## src/rtl/scan_sel_seq_pkg.sv

```systemverilog
// Shared types and sizes for the channel-scan sequencer.
// State encodings are fixed so they stay stable in debug dumps.
package scan_sel_seq_pkg;

   localparam int NUM_CH = 8;
   localparam int SEL_W  = 3;

   typedef enum logic [1:0] {
      IDLE = 2'd0,
      SCAN = 2'd1,
      FIN  = 2'd2
   } state_e;

endpackage

```

## src/rtl/scan_next_ch.sv

```systemverilog
// Combinational channel search.
// With first_i set it returns the lowest enabled channel; otherwise it returns the next
// enabled channel above cur_i, wrapping to the lowest one when nothing lies above.
module scan_next_ch
   import scan_sel_seq_pkg::*;
(
   input  logic [NUM_CH-1:0] mask_i,
   input  logic [SEL_W-1:0]  cur_i,
   input  logic              first_i,
   output logic [SEL_W-1:0]  nxt_o,
   output logic              found_above_o,
   output logic              any_o
);

   logic [SEL_W-1:0] lowest;
   logic [SEL_W-1:0] above;
   logic             found;

   // Descending scan: the last hit written is the lowest qualifying index.
   always_comb begin
      lowest = '0;
      above  = '0;
      found  = 1'b0;
      for (int i = NUM_CH - 1; i >= 0; i--) begin
         if (mask_i[i]) begin
            lowest = SEL_W'(i);
            if (!first_i && (i > int'(cur_i))) begin
               above = SEL_W'(i);
               found = 1'b1;
            end
         end
      end
   end

   assign nxt_o         = found ? above : lowest;
   assign found_above_o = found;
   assign any_o         = |mask_i;

endmodule

```

## src/rtl/scan_sel_seq.sv

```systemverilog
// Channel-scan sequencer feeding a 3-to-8 decoder: walks the enabled channels of a
// latched mask, holding each for dwell+1 cycles, in one-shot or continuous mode.
module scan_sel_seq
   import scan_sel_seq_pkg::*;
#(
   parameter int DWELL_W = 8
) (
   input  logic               clk,
   input  logic               rst_n,
   input  logic               start_i,
   input  logic               stop_i,
   input  logic               one_shot_i,
   input  logic [DWELL_W-1:0] dwell_i,
   input  logic [NUM_CH-1:0]  ch_mask_i,
   output logic               sel_a_o,
   output logic               sel_b_o,
   output logic               sel_c_o,
   output logic               sel_valid_o,
   output logic               ch_strobe_o,
   output logic               busy_o,
   output logic               done_o
);

   state_e             state_q;
   logic [SEL_W-1:0]   sel_q;
   logic               valid_q, strobe_q, busy_q, done_q;
   logic               stop_pend_q, one_shot_q;
   logic [DWELL_W-1:0] cnt_q, dwell_q;
   logic [NUM_CH-1:0]  mask_q;

   logic               in_idle;
   logic [NUM_CH-1:0]  srch_mask;
   logic [SEL_W-1:0]   nxt;
   logic               found_above, any;
   logic               last_cyc, end_scan;

   // One search instance serves both lookups: the live mask in IDLE, the latched one in SCAN.
   assign in_idle   = (state_q == IDLE);
   assign srch_mask = in_idle ? ch_mask_i : mask_q;

   scan_next_ch u_next (
      .mask_i        (srch_mask),
      .cur_i         (sel_q),
      .first_i       (in_idle),
      .nxt_o         (nxt),
      .found_above_o (found_above),
      .any_o         (any)
   );

   assign last_cyc = (cnt_q == dwell_q);
   assign end_scan = stop_pend_q | stop_i | (!found_above & one_shot_q);

   always_ff @(posedge clk or negedge rst_n) begin
      if (!rst_n) begin
         state_q     <= IDLE;
         sel_q       <= '0;
         valid_q     <= 1'b0;
         strobe_q    <= 1'b0;
         busy_q      <= 1'b0;
         done_q      <= 1'b0;
         stop_pend_q <= 1'b0;
         one_shot_q  <= 1'b0;
         cnt_q       <= '0;
         dwell_q     <= '0;
         mask_q      <= '0;
      end else begin
         case (state_q)
            IDLE: begin
               done_q   <= 1'b0;
               strobe_q <= 1'b0;
               if (start_i) begin
                  mask_q      <= ch_mask_i;
                  dwell_q     <= dwell_i;
                  one_shot_q  <= one_shot_i;
                  cnt_q       <= '0;
                  stop_pend_q <= 1'b0;
                  if (any) begin
                     state_q  <= SCAN;
                     sel_q    <= nxt;
                     valid_q  <= 1'b1;
                     strobe_q <= 1'b1;
                     busy_q   <= 1'b1;
                  end else begin
                     state_q <= FIN;
                     done_q  <= 1'b1;
                  end
               end
            end
            SCAN: begin
               if (stop_i) stop_pend_q <= 1'b1;
               if (last_cyc) begin
                  cnt_q <= '0;
                  if (end_scan) begin
                     state_q  <= FIN;
                     sel_q    <= '0;
                     valid_q  <= 1'b0;
                     strobe_q <= 1'b0;
                     busy_q   <= 1'b0;
                     done_q   <= 1'b1;
                  end else begin
                     sel_q    <= nxt;
                     strobe_q <= 1'b1;
                  end
               end else begin
                  cnt_q    <= cnt_q + 1'b1;
                  strobe_q <= 1'b0;
               end
            end
            FIN: begin
               state_q     <= IDLE;
               done_q      <= 1'b0;
               stop_pend_q <= 1'b0;
            end
            default: begin
               state_q  <= IDLE;
               sel_q    <= '0;
               valid_q  <= 1'b0;
               strobe_q <= 1'b0;
               busy_q   <= 1'b0;
               done_q   <= 1'b0;
            end
         endcase
      end
   end

   assign sel_a_o     = sel_q[2];
   assign sel_b_o     = sel_q[1];
   assign sel_c_o     = sel_q[0];
   assign sel_valid_o = valid_q;
   assign ch_strobe_o = strobe_q;
   assign busy_o      = busy_q;
   assign done_o      = done_q;

endmodule

```

## config.mk

```make
export PLATFORM = sky130hd
export DESIGN_NAME = scan_sel_seq
export DESIGN_NICKNAME = d
export VERILOG_FILES = /design/src/rtl/scan_sel_seq_pkg.sv /design/src/rtl/scan_next_ch.sv /design/src/rtl/scan_sel_seq.sv
export SDC_FILE = /design/constraint.sdc
export NUM_CORES = 1
export LEC_CHECK = 0
export CAP_MARGIN = 20
export CORE_MARGIN = 5
export CORE_UTILIZATION = 45
export DETAILED_ROUTE_END_ITERATION = 8
export PLACE_DENSITY = 0.78
export SLEW_MARGIN = 20
export SYNTH_ARGS = -nofsm -noshare
export SYNTH_HDL_FRONTEND = slang
export SYNTH_SLANG_ARGS = --single-unit
```

## constraint.sdc

```tcl
create_clock -name clk -period 2 [get_ports clk]
set_clock_uncertainty 0.2 [all_clocks]
set_input_delay 0.4 -clock clk [delete_from_list [all_inputs] [get_ports clk]]
set_output_delay 0.4 -clock clk [all_outputs]
set_load 0.05 [all_outputs]
```

# After elaboration in Yosys (flattened, before gate mapping)
# Cells that the tools add are included.
# word_totals
register_bits,34
wordCells,119
in_bits,21
# op_classes
reduce_logical,20
eq_ne,8
n_mux,69
order_cmp,7
add_sub_neg,1
bitwise,4
# ops
cell,n
$mux W3,27
$mux W1,28
$mux W8,3
$pmux W8 S2,1
$gt A3 B3 Y1 const A,4
$pmux W1 S3,3
$pmux W3 S3,1
$add A8 B1 Y8 const B,1
$eq A8 B8 Y1,1
$mux W2,4
$ne A2 B2 Y1 const B,4
$reduce_or A8 Y1,1
$logic_and A1 B1 Y1,7
$gt A2 B3 Y1 const A,2
$reduce_and A2 Y1,3
$reduce_and A3 Y1,2
$reduce_and A5 Y1,1
$pmux W2 S2,1
$reduce_and A4 Y1,1
$gt A1 B3 Y1 const A,1
$reduce_bool A3 Y1,1
$eq A2 B1 Y1 const B,1
$eq A2 B2 Y1 const B,1
$logic_not A1 Y1,2
7 further kinds,8

# Logic depth before layout (Yosys ltp)
# logic_depth
depth_word,23
depth_mapped,7

# Modules after synthesis
# Synthesis repeated with hierarchy kept, for this count alone.
# unflattened
cells_unflattened,189
hier_area_um2,2015.7
# modules_own_cells
module,cells_per_inst,area_per_inst_um2,n_inst,seq_area_each_um2
scan_sel_seq,144,1746.7,1,850.8
scan_next_ch,45,269.0,1,0.0

# Least setup slack after synthesis
# OpenSTA, ideal clock, no wires.
# synth_timing
kind,flip-flop to flip-flop
start,register sel_q[1]
end,register sel_q[1]
required_time_ps,1678
path_slack_ps,-71
n_path_buf,0
path_stages_with_launch,7
t_arrival_ps,1749
path_cell_list,dfrtp_1 -> a21boi_0 -> nor2_1 -> a21oi_1 -> o211ai_1 -> nand2b_4 -> a32o_1
# synth_via
elab_chain_len,22
elab_cells_between_ends,51
# synth_lines
element,line_no,source
from (decl),scan_sel_seq.sv:25,logic [SEL_W-1:0] sel_q;
from (signal assigned),scan_sel_seq.sv:79,sel_q <= nxt;
from (signal assigned),scan_sel_seq.sv:101,sel_q <= nxt;
$gt A3 B3 Y1,scan_next_ch.sv:27,if (!first_i && (i > int'(cur_i))) begin
$logic_and A1 B1 Y1,scan_next_ch.sv:27,
$mux W1,scan_next_ch.sv:27,
$mux W1,scan_next_ch.sv:25,if (mask_i[i]) begin
$mux W1,scan_next_ch.sv:27,
$mux W1,scan_next_ch.sv:25,
$mux W1,scan_next_ch.sv:27,
$mux W1,scan_next_ch.sv:25,
[6 not listed],--,
$mux W1,scan_next_ch.sv:27,
$mux W1,scan_next_ch.sv:25,
$logic_not A1 Y1,scan_sel_seq.sv:51,assign end_scan = stop_pend_q | stop_i | (!found_above & one_shot_q);
$and A1 B1 Y1,scan_sel_seq.sv:51,
$or A1 B1 Y1,scan_sel_seq.sv:51,
$mux W3,scan_sel_seq.sv:93,if (end_scan) begin
$mux W3,scan_sel_seq.sv:91,if (last_cyc) begin
$pmux W3 S3 *,scan_sel_seq.sv:67,case (state_q)
# Mark *: on every way between the ends. The rest lies on a longest branch, timed or not. The select of a mux whose other input is x is not followed.
# A chain may end at the register's enable or synchronous reset.

# Worst setup path in the final report
# layout_timing
start,register state_q[1]
end,register done_q (netlist: done_o)
# layout_via
elab_chain_len,22
elab_cells_between_ends,35
# layout_lines
element,line_no,source
from (decl),scan_sel_seq.sv:24,state_e state_q;
from (signal assigned),scan_sel_seq.sv:55,state_q <= IDLE;
from (signal assigned),scan_sel_seq.sv:78,state_q <= SCAN;
from (signal assigned),scan_sel_seq.sv:84,state_q <= FIN;
$logic_not A2 Y1,"scan_sel_seq.sv:38, scan_sel_seq.sv:67",
$logic_not A1 Y1,scan_next_ch.sv:27,
$logic_and A1 B1 Y1,scan_next_ch.sv:27,
$mux W1,scan_next_ch.sv:27,
$mux W1,scan_next_ch.sv:25,
$mux W1,scan_next_ch.sv:27,
$mux W1,scan_next_ch.sv:25,
$mux W1,scan_next_ch.sv:27,
[6 not listed],--,
$mux W1,scan_next_ch.sv:25,
$mux W1,scan_next_ch.sv:27,
$mux W1,scan_next_ch.sv:25,
$logic_not A1 Y1,scan_sel_seq.sv:51,
$and A1 B1 Y1,scan_sel_seq.sv:51,
$or A1 B1 Y1,scan_sel_seq.sv:51,
$ne A2 B2 Y1 (no source line),--,
$reduce_and A2 Y1 (no source line),--,
to (signal assigned),scan_sel_seq.sv:60,done_q <= 1'b0;
to (signal assigned),scan_sel_seq.sv:69,done_q <= 1'b0;
to (signal assigned),scan_sel_seq.sv:85,done_q <= 1'b1;
to (decl),scan_sel_seq.sv:26,"logic valid_q, strobe_q, busy_q, done_q;"
# Several ways; a longest one is shown, not always the timed one.

==> results summary <==
The number of standard cells after synthesis came out at 195. The per-cell routed wire length came out at 17.4 um. The worst-path maximum fanout is 6. The port buffer count came out at 27. The number of enable flip-flop cells after synthesis is 0.

The synthesized design spends more area on one cell type than any other, namely sky130_fd_sc_hd__dfrtp_1. The launching point of the worst reg2reg path is state_q[1]. Clock tree synthesis selected as its root buffer the cell sky130_fd_sc_hd__clkbuf_8.

The post-route worst hold slack is just over 0.3 ns. In the routed design, unresolved DRC markers number 0. The analysis attributes to cell leakage a power of roughly 1.1 nW. The unique cell type count in the Yosys netlist came out at 38. The count of final hold-check violations was 0. The fraction of post-synthesis cell area in the top cell type by area came out at 0.447. For the worst flop-to-flop path, the logic depth is 8. The remaining global-route overflow came out at 0. The worst setup path is captured at a register. The detail route stage leaves a number of antenna-violating nets equal to 0. The area of placed instances is 2380 um2.

The synthesized area per cell is 9.75 um2. Setup violations remaining at the end of the flow were counted as 6. The H-tree level count came out at 2. The count of yosys warnings during synthesis came out at 0. The headroom to the max-slew limit came out at 0.710. The number of global-route vias before repair is around 1600. In the post-synthesis netlist, the biggest area contributors are sky130_fd_sc_hd__dfrtp_1, sky130_fd_sc_hd__mux2_2, sky130_fd_sc_hd__o21ai_0, sky130_fd_sc_hd__xnor2_1, sky130_fd_sc_hd__nor2_1. The required time of the worst setup path is 2.00 ns. Entering global routing, the biggest net connects 35 pins.

The die boundary width is about 75 um. The worst setup path is launched from a register. The CTS sink count is 34.

The worst slack at placement came out at -0.427 ns. Leaving out fill and tap cells, the most frequent cell in the layout is sky130_fd_sc_hd__buf_4. Across all register-to-register paths, the minimum setup slack is -0.11 ns. Counting every net in the synthesized netlist gives 217. The final max-slew violation count is 0. The minimum clock period is 2.11 ns.

The first-pass iteration count of the detailed router is 4. The area enclosed by the die boundary is 5630 um2. The number of instances in the placed design is between 200 and 300. The wire length on met3 is about 340 um. Counting instances, the worst hold path has a depth of 1. In this run the worst hold path is classified as reg -> reg. The part of the cycle the worst path needs came out at 1.05. The number of primary I/O pins is 28. The checks that failed: negative setup slack. The worst hold path terminates at cnt_q[7]. The clock-pin slew on the worst setup and hold paths came out at 0.07 ns. The combined area of all synthesized cells is 1900 um2.

The number of buffers inserted during clock tree synthesis is 5. The worst supply voltage drop on vdd came out at 0.866 mV. The first-pass GRT wire length came out at 7870 um.

Across the run, the number of max-cap violations was 0. The setup path with the least slack is of type reg -> reg. The met2 layer wire length in the routed design is 2550 um. The row count came out at 23. The highest metal layer carrying signal wires in the routed design is met4. The finished cells cover between 2000 and 3000 um2. Setup repair after global routing could not meet its margin everywhere. The later pin in the worst-skew pair is clocked with a latency of 0.29 ns. Detailed placement finished with a half-perimeter wire length of between 3000 and 4000 um. The fraction of registers with async set or reset after synthesis came out at 1.00. In this run the critical register-to-register path is captured at done_o. The worst hold path begins at cnt_q[7].

In this run the worst setup path begins at state_q[1]. The maximum clock rate is around 470 MHz. The core area is 4060 um2. TritonCTS built the clock tree. The run finished, with violations left.

Routability-driven placement finished with a final weighted congestion of 0.973. The share of post-route cells with drive strength above 1 came out at 0.342. For this block, wires on met1 add up to 2270 um. For the pin with the worst max-slew slack, the measured transition is 0.436 ns. The power per cell area is 1610 nW/um2.

Overall power consumption after layout is estimated at 0.00425 W. The area growth from synthesis to layout is 39.2%. The most used flip-flop cell after synthesis is sky130_fd_sc_hd__dfrtp_1.

The number of antenna violations at the first check in global routing came out at 0. Summing over every cut layer, the via total after detailed routing is 1799. No sink is reached through more buffers than the 2 on the longest clock path. The initial core utilization is 0.469. The die is 75.0 um tall.

After layout, the worst setup slack is -0.106 ns. In the layout the commonest cells are sky130_fd_sc_hd__buf_4, sky130_fd_sc_hd__dfrtp_1, sky130_fd_sc_hd__o21ai_0. At the worst endpoint, the arrival time is 2.11 ns. For this run, the total global-route usage over all layers was measured as 0.188. The share of the Yosys chip area taken by registers is 0.447. The number of standard cells in the final layout excluding fillers is 307. The detailed router finished its first iteration with 244 violations. The detailed-route wire length came out at 5360 um.

The final antenna diode count came out at 0. Dividing the detail-routed via count by the number of cells gives 5.86. The post-synthesis register bit count is 34. The post-layout net count is 280.
[repair_timing]
| item | in CTS | in global routing |
|---|---|---|
| gates resized for setup | 13 | 12 |
| pin swaps | 5 | 9 |
| gates cloned | 0 | 1 |
| hold buffers | 0 | 0 |
| setup buffers | 3 | 4 |
| setup endpoints to repair | 6 | 14 |
[worst max-delay path by stage]
| stage | endpoint | slack, ns | cells after the start |
|---|---|---|---|
| after floorplan | sel_q[1] | 0.02 | 6 |
| after global placement | sel_q[1] | -0.39 | 7 |
| after detailed placement | sel_q[2] | -0.43 | 7 |
| after CTS | sel_q[0] | -0.04 | 8 |
| after global routing | done_o | -0.16 | 8 |
| final | done_o | -0.11 | 8 |
[Yosys cell counts, drive strengths merged, types with 3 or more instances]
library cell	number
mux2	16
o21ai	24
nand3	7
nor4	5
inv	6
nand2	11
a21oi	14
o31ai	3
dfrtp	34
nor2b	5
buf	6
xnor2	9
nand2b	7
and3	4
nor3	6
nor2	18
nand4	3
[logic make-up after synthesis]
group	count (synthesis)	share of synthesized area
AOI/OAI and AO/OA	55	0.182
muxes	16	0.0947
and+or+nand+nor	68	0.196
DFF	34	0.447
xor gates and xnor gates	9	0.0414
adders and majority gates	1	0.00658
buffers and inverters	12	0.0322
[registers in the layout (all words and copies together), names as in the netlist]
signal,flops
dwell_q,8
mask_q,8
busy_o,1
ch_strobe_o,1
cnt_q,8
state_q,2
stop_pend_q,1
sel_q,3
done_o,1
one_shot_q,1
[per-layer routing]
layer	up-vias	track usage
li1	827	-
met1	864	0.262
met5	-	0
met2	82	0.278
met3	26	0.0454
met4	0	0.0830
[critical path: stages, from the launching register on]
cell                      delay, ns
sky130_fd_sc_hd__dfrtp_1       0.44
sky130_fd_sc_hd__buf_6         0.17
sky130_fd_sc_hd__nor4_4        0.26
sky130_fd_sc_hd__a21oi_4       0.07
sky130_fd_sc_hd__nor4_4        0.33
sky130_fd_sc_hd__buf_4         0.18
sky130_fd_sc_hd__buf_4         0.11
sky130_fd_sc_hd__a21oi_2       0.06
sky130_fd_sc_hd__nor3_1        0.19
[metrics by stage]
step	util	setup TNS (ns)
final	0.652	-0.479
after global placement	0.587	-2.52
after detailed placement	0.587	-2.84
after floorplan	-	0
after CTS	0.632	-0.118
after global routing	0.652	-0.810
[final cells by class]
| type | count | area [um2] |
|---|---|---|
| fill | 301 | 1410 |
| multi-input combinational | 150 | 1100 |
| sequential | 34 | 853 |
| timing repair buffer | 61 | 531 |
| clock buffer | 6 | 82.6 |
| tap | 50 | 62.6 |
| inverter | 6 | 22.5 |
[power by group]
group,switching (W),total (W),internal [W]
clock network,0.000238,0.000503,0.000265
registers,0.000308,0.00128,0.000976
logic,0.00132,0.00246,0.00114
total,0.00187,0.00425,0.00238
Power figures use the tool's default switching activity.
